[src/rtl/rom_pkg.sv]
// rtl/rom_pkg.sv - shared state encodings and timing defaults for the flash ROM read path
package rom_pkg;

  localparam int ROM_WIDTH_DEF     = 16;
  localparam int ROM_ADDR_DEF      = 24;
  localparam int ACCESS_CYCLES_DEF = 8;
  localparam int RST_CYCLES_DEF    = 32;
  localparam int RECOV_CYCLES_DEF  = 16;

  typedef enum logic [2:0] {
    ST_RST_HOLD  = 3'd0,
    ST_RST_RECOV = 3'd1,
    ST_IDLE      = 3'd2,
    ST_ACCESS    = 3'd3,
    ST_CAPTURE   = 3'd4
  } flash_state_e;

  function automatic int max3(input int a, input int b, input int c);
    int m;
    m = (a > b) ? a : b;
    return (m > c) ? m : c;
  endfunction

endpackage

[src/rtl/flash_timer.sv]
// rtl/flash_timer.sv - loadable down-counter; done is high for the single cycle the count sits at 0
module flash_timer #(
  parameter int CNT_W = 6
) (
  input  logic             clk_i,
  input  logic             start_i,
  input  logic [CNT_W-1:0] load_val_i,
  output logic             done_o
);

  logic [CNT_W-1:0] count_q, count_d;
  logic             busy_q, busy_d;

  // No reset port: the controller holds start_i high for as long as its reset is asserted.
  always_comb begin
    count_d = count_q;
    busy_d  = busy_q;
    if (start_i) begin
      count_d = load_val_i;
      busy_d  = 1'b1;
    end else if (busy_q) begin
      if (count_q == '0) begin
        busy_d = 1'b0;
      end else begin
        count_d = count_q - CNT_W'(1);
      end
    end
  end

  always_ff @(posedge clk_i) begin
    count_q <= count_d;
    busy_q  <= busy_d;
  end

  assign done_o = busy_q && (count_q == '0);

endmodule

[src/rtl/flash_rom_controller.sv]
// rtl/flash_rom_controller.sv - timed asynchronous x16 NOR flash reads with power-up reset sequencing
module flash_rom_controller
  import rom_pkg::*;
#(
  parameter int WIDTH         = ROM_WIDTH_DEF,
  parameter int ROM_ADDR      = ROM_ADDR_DEF,
  parameter int ACCESS_CYCLES = ACCESS_CYCLES_DEF,
  parameter int RST_CYCLES    = RST_CYCLES_DEF,
  parameter int RECOV_CYCLES  = RECOV_CYCLES_DEF
) (
  input  logic                clk_i,
  input  logic                rst_i,
  input  logic [ROM_ADDR-1:0] addr_i,
  input  logic                load_i,
  input  logic                byte_i,
  output logic [WIDTH-1:0]    data_o,
  output logic                ready_o,
  output logic [ROM_ADDR-2:0] flash_addr_o,
  input  logic [WIDTH-1:0]    flash_dq_i,
  output logic                flash_ce_n_o,
  output logic                flash_oe_n_o,
  output logic                flash_we_n_o,
  output logic                flash_byte_n_o,
  output logic                flash_rst_n_o
);

  localparam int CNT_W = $clog2(max3(RST_CYCLES, RECOV_CYCLES, ACCESS_CYCLES) + 1);
  // A load of L gives L+1 cycles to done; reset and recovery loads are trimmed so the
  // visible durations are exactly RST_CYCLES and RECOV_CYCLES, while an access keeps
  // CE/OE low for ACCESS_CYCLES plus the sampling cycle.
  localparam logic [CNT_W-1:0] LD_RST    = CNT_W'(RST_CYCLES - 1);
  localparam logic [CNT_W-1:0] LD_RECOV  = CNT_W'(RECOV_CYCLES - 1);
  localparam logic [CNT_W-1:0] LD_ACCESS = CNT_W'(ACCESS_CYCLES);

  flash_state_e        state_q, state_d;
  logic [WIDTH-1:0]    data_q, data_d;
  logic [WIDTH-1:0]    dq_q, dq_d;
  logic                ready_q, ready_d;
  logic [ROM_ADDR-2:0] flash_addr_q, flash_addr_d;
  logic                ce_oe_n_q, ce_oe_n_d;
  logic                flash_rst_n_q, flash_rst_n_d;
  logic                byte_q, byte_d;
  logic                lsb_q, lsb_d;
  logic                tmr_start;
  logic [CNT_W-1:0]    tmr_load;
  logic                tmr_done;
  logic [7:0]          sel_byte;

  flash_timer #(
    .CNT_W(CNT_W)
  ) u_timer (
    .clk_i     (clk_i),
    .start_i   (tmr_start),
    .load_val_i(tmr_load),
    .done_o    (tmr_done)
  );

  assign sel_byte = lsb_q ? dq_q[15:8] : dq_q[7:0];

  always_comb begin
    state_d       = state_q;
    data_d        = data_q;
    dq_d          = dq_q;
    ready_d       = ready_q;
    flash_addr_d  = flash_addr_q;
    ce_oe_n_d     = ce_oe_n_q;
    flash_rst_n_d = flash_rst_n_q;
    byte_d        = byte_q;
    lsb_d         = lsb_q;
    tmr_start     = 1'b0;
    tmr_load      = '0;

    case (state_q)
      ST_RST_HOLD: begin
        if (tmr_done) begin
          flash_rst_n_d = 1'b1;
          tmr_start     = 1'b1;
          tmr_load      = LD_RECOV;
          state_d       = ST_RST_RECOV;
        end
      end
      ST_RST_RECOV: begin
        if (tmr_done) begin
          ready_d = 1'b1;
          state_d = ST_IDLE;
        end
      end
      ST_IDLE: begin
        if (load_i) begin
          flash_addr_d = addr_i[ROM_ADDR-1:1];
          byte_d       = byte_i;
          lsb_d        = addr_i[0];
          ready_d      = 1'b0;
          ce_oe_n_d    = 1'b0;
          tmr_start    = 1'b1;
          tmr_load     = LD_ACCESS;
          state_d      = ST_ACCESS;
        end
      end
      ST_ACCESS: begin
        // DQ is sampled while OE is still low; CE/OE release on the same edge.
        if (tmr_done) begin
          dq_d      = flash_dq_i;
          ce_oe_n_d = 1'b1;
          state_d   = ST_CAPTURE;
        end
      end
      ST_CAPTURE: begin
        data_d  = byte_q ? {{(WIDTH-8){1'b0}}, sel_byte} : dq_q;
        ready_d = 1'b1;
        state_d = ST_IDLE;
      end
      default: begin
        state_d = ST_RST_HOLD;
      end
    endcase

    if (rst_i) begin
      tmr_start = 1'b1;
      tmr_load  = LD_RST;
    end
  end

  always_ff @(posedge clk_i) begin
    if (rst_i) begin
      state_q       <= ST_RST_HOLD;
      data_q        <= '0;
      dq_q          <= '0;
      ready_q       <= 1'b0;
      flash_addr_q  <= '0;
      ce_oe_n_q     <= 1'b1;
      flash_rst_n_q <= 1'b0;
      byte_q        <= 1'b0;
      lsb_q         <= 1'b0;
    end else begin
      state_q       <= state_d;
      data_q        <= data_d;
      dq_q          <= dq_d;
      ready_q       <= ready_d;
      flash_addr_q  <= flash_addr_d;
      ce_oe_n_q     <= ce_oe_n_d;
      flash_rst_n_q <= flash_rst_n_d;
      byte_q        <= byte_d;
      lsb_q         <= lsb_d;
    end
  end

  assign data_o         = data_q;
  assign ready_o        = ready_q;
  assign flash_addr_o   = flash_addr_q;
  assign flash_ce_n_o   = ce_oe_n_q;
  assign flash_oe_n_o   = ce_oe_n_q;
  assign flash_we_n_o   = 1'b1;
  assign flash_byte_n_o = 1'b1;
  assign flash_rst_n_o  = flash_rst_n_q;

endmodule

[config.mk]
export PLATFORM = sky130hd
export DESIGN_NAME = flash_rom_controller
export DESIGN_NICKNAME = d
export VERILOG_FILES = /design/src/rtl/rom_pkg.sv /design/src/rtl/flash_timer.sv /design/src/rtl/flash_rom_controller.sv
export SDC_FILE = /design/constraint.sdc
export NUM_CORES = 1
export LEC_CHECK = 0
export ABC_AREA = 1
export CELL_PAD_IN_SITES_DETAIL_PLACEMENT = 0
export CELL_PAD_IN_SITES_GLOBAL_PLACEMENT = 2
export CORE_MARGIN = 2
export CORE_UTILIZATION = 37
export CTS_CLUSTER_DIAMETER = 40
export DETAILED_ROUTE_END_ITERATION = 10
export DONT_BUFFER_PORTS = 1
export PLACE_DENSITY = 0.86
export RECOVER_POWER = 50
export SLEW_MARGIN = 20
export SYNTH_ARGS = -nofsm -noshare
export SYNTH_HDL_FRONTEND = slang
export SYNTH_HIERARCHICAL = 1
export SYNTH_SLANG_ARGS = --single-unit
[constraint.sdc]
create_clock -name clk_i -period 4.8 [get_ports clk_i]
set_input_delay 0.96 -clock clk_i [delete_from_list [all_inputs] [get_ports clk_i]]
set_output_delay 0.96 -clock clk_i [all_outputs]
set_load 0.05 [all_outputs]
==> impl_metrics.csv <==
group,metric,value,unit
worst_setup_path,cpPeakStageDelay,0.75,ns
placement,io_buffers,0,
drt,route.detailed.drc,0,
sta,tns,0,ns
worst_setup_path,end_kind,"register",
grt,grt_overflow,0,
layout,final_nets,394,
clocking,cts_max_level,3,
worst_setup_path,cp.required,4.82,ns
placement,hpwl,4350,um
drt,wl,6450,um
drt,drt_iter0_markers,95,
grt,grt_usage,16.1,%
logic_synthesis,ys_ff_latch,70,
drt,vias_per_cell,4.94,
sta,slew_headroom,31.8,%
logic_synthesis,synthFlopType,"dfxtp_1",
clocking,cts_tree,"yes",
clocking,cts_hold_buf,0,
drt,via_count,2232,
grt,grt_util_met3,7.05,%
worst_setup_path,path_cells,"inv_1 > nand2_1 > nor2_4 > nand2_1 > nand3_1 > inv_2 > nand2_1",
sta,finalCritPeriodShare,61.3,%
grt,use_met2,23.1,%
clocking,clock_latency,0.33,ns
worst_setup_path,crit_fanout,30,
placement,dp.cells,436,
floorplan,rows,31,
power,leakagePower,1.12,nW
grt,grt_start_max_net_pins,37,
logic_synthesis,synthTopCellsByCount,"a21oi_1, nand2_1, dfxtp_1",
sta,tightest_slew,1.02,ns
worst_setup_path,cp-start-kind,"register",
logic_synthesis,synthMostInstantiatedCell,"a21oi_1",
run,maxCapViolCount,0,
clocking,cts_setup_buffers,0,
power,ir_drop,0.000204,V
clocking,numCtsBuffers,9,
worst_setup_path,r2r_slack,1.86,ns
sta,rsz0062_at_grt,"false",
sta,skew,0.0105,ns
power,p_per_area,486,nW/um^2
sta,whs,0.452,ns
sta,setup_slack,1.86,ns
sta,slew_violations,0,
placement,finalWeightedCongestion,0.780,
logic_synthesis,syn_avg_cell_area,7.86,sq um
floorplan,die_area,8340,sq um
placement,place_ws,2.15,ns
worst_hold_path,hold_path.class,"reg2reg",
worst_hold_path,holdPathStages,2,
worst_setup_path,crit_type,"reg2reg",
logic_synthesis,ys_async_sr_fraction,0,%
floorplan,pin_count,89,
logic_synthesis,synth_cell_types,26,
layout,num_antenna_cells,0,
clocking,ctsResizeCount,0,
grt,grt_antenna_before_repair,0,
layout,final_cells,452,
layout,syn2layout_area_growth,7.62,%
sta,setup_viol_count_final,0,
grt,busiest_layer,"met2",
logic_synthesis,syn_area,2820,sq um
drt,drtAntennaViolNets,0,
logic_synthesis,synth.area.top_cells,"dfxtp_1, a21oi_1, nand2_1, nand3_1, edfxtp_1",
run_status,status,"completed",
sta,min_period,2.94,ns
sta,hold_viol,0,
layout,layout-drive-gt1-share,5.95,%
drt,drt_first_pass_iters,4,
clocking,clockBufferDepth,2,
sta,max_freq,0.340,GHz
worst_setup_path,r2r_cells,7,
floorplan,core_area,7330,sq um
logic_synthesis,synth-edff-count,6,
worst_setup_path,slowest_stage,"nand2_1",
floorplan,dieHeight,91.3,um
clocking,clk_pin_slew,0.08,ns
logic_synthesis,yosys.area.top_type_share,45.4,%
floorplan,die_x,91.3,um
clocking,cts_root_buf,"clkbuf_8",
worst_setup_path,crit_top_cell,"nand2_1",
logic_synthesis,synth_top_area_cell,"dfxtp_1",
grt,grtUsageMet1,21.5,%
floorplan,start_util,38.5,%
logic_synthesis,ys_seq_area_share,51.8,%
logic_synthesis,yosysWarnings,6,
grt,grt_pass1_wl,10800,um
logic_synthesis,synth_cells,359,
grt,grt_pass1_vias,2166,
drt,wl_per_cell,14.3,um
clocking,cts_sinks,70,
worst_setup_path,crit_arrival,2.96,ns
## through the flow
step | area [sq um] | power (W) | utilization (%)
finish | 3040 | 0.00148 | 41.4
global route | 3040 | 0.00157 | 41.4
CTS | 3040 | 0.00150 | 41.5
detailed placement | 2830 | 0.000986 | 38.5
global placement | 2830 | 0.000986 | 38.5
floorplan | 2830 | 0.000958 | -
## placed cells by master, fill, tap and decap left out, types with 2 or more instances in the layout
cell / n
a21oi_1: 67
inv_1: 31
nand2_1: 67
inv_2: 3
clkbuf_8: 10
o21ai_0: 26
o21ai_1: 4
edfxtp_1: 6
ha_1: 2
conb_1: 3
nand4_1: 3
nor2_1: 9
dfxtp_1: 64
nand3_1: 43
## final cells by class
class                      instances  area, sq um
inverter                          35          131
sequential                        70         1460
tap                               99          124
clock buffer                      12          166
clock inverter                     4         51.3
multi-input combinational        232         1100
fill                             755         4290
## cells by family (layout without fill, tap and decap cells)
family          Yosys count  after routing  share of synthesized area, %
simple gates            128            128                          20.3
compound gates           99             99                          17.7
buf+inv                  58             51                          9.09
flops                    70             70                          51.8
other cells               2              3                         0.266
fa+ha+maj                 2              2                         0.886
## final timing paths
kind | from | end
max | state_q[0] | u_timer/count_q[4]
min | dq_q[0] | dq_q[0]
max reg2reg | state_q[0] | u_timer/count_q[4]
min reg2reg | dq_q[0] | dq_q[0]
## critical path: cells and delay by family (launching register included)
| family | cells | cell delay [ns] |
|---|---|---|
| buf+inv | 2 | 0.22 |
| flops | 1 | 0.37 |
| simple gates | 5 | 2.02 |
## layer usage
metal	up-vias	share of wire, %
met5	-	0
li1	1163	-
met3	7	9.1
met4	0	0.87
met1	990	48
met2	72	42
## flip-flops by register name, indices dropped and copies added (netlist names), 3 cells and up
name	flops
data_o	16
dq_q	16
flash_addr_o	23
state_q	3
u_timer/count_q	6
## power breakdown
| part | total (W) | internal, W | switching [W] |
|---|---|---|---|
| clock network | 0.000509 | 0.000287 | 0.000222 |
| registers | 0.000764 | 0.000649 | 0.000115 |
| logic | 0.000204 | 0.0000682 | 0.000136 |
Power figures use the tool's default switching activity.
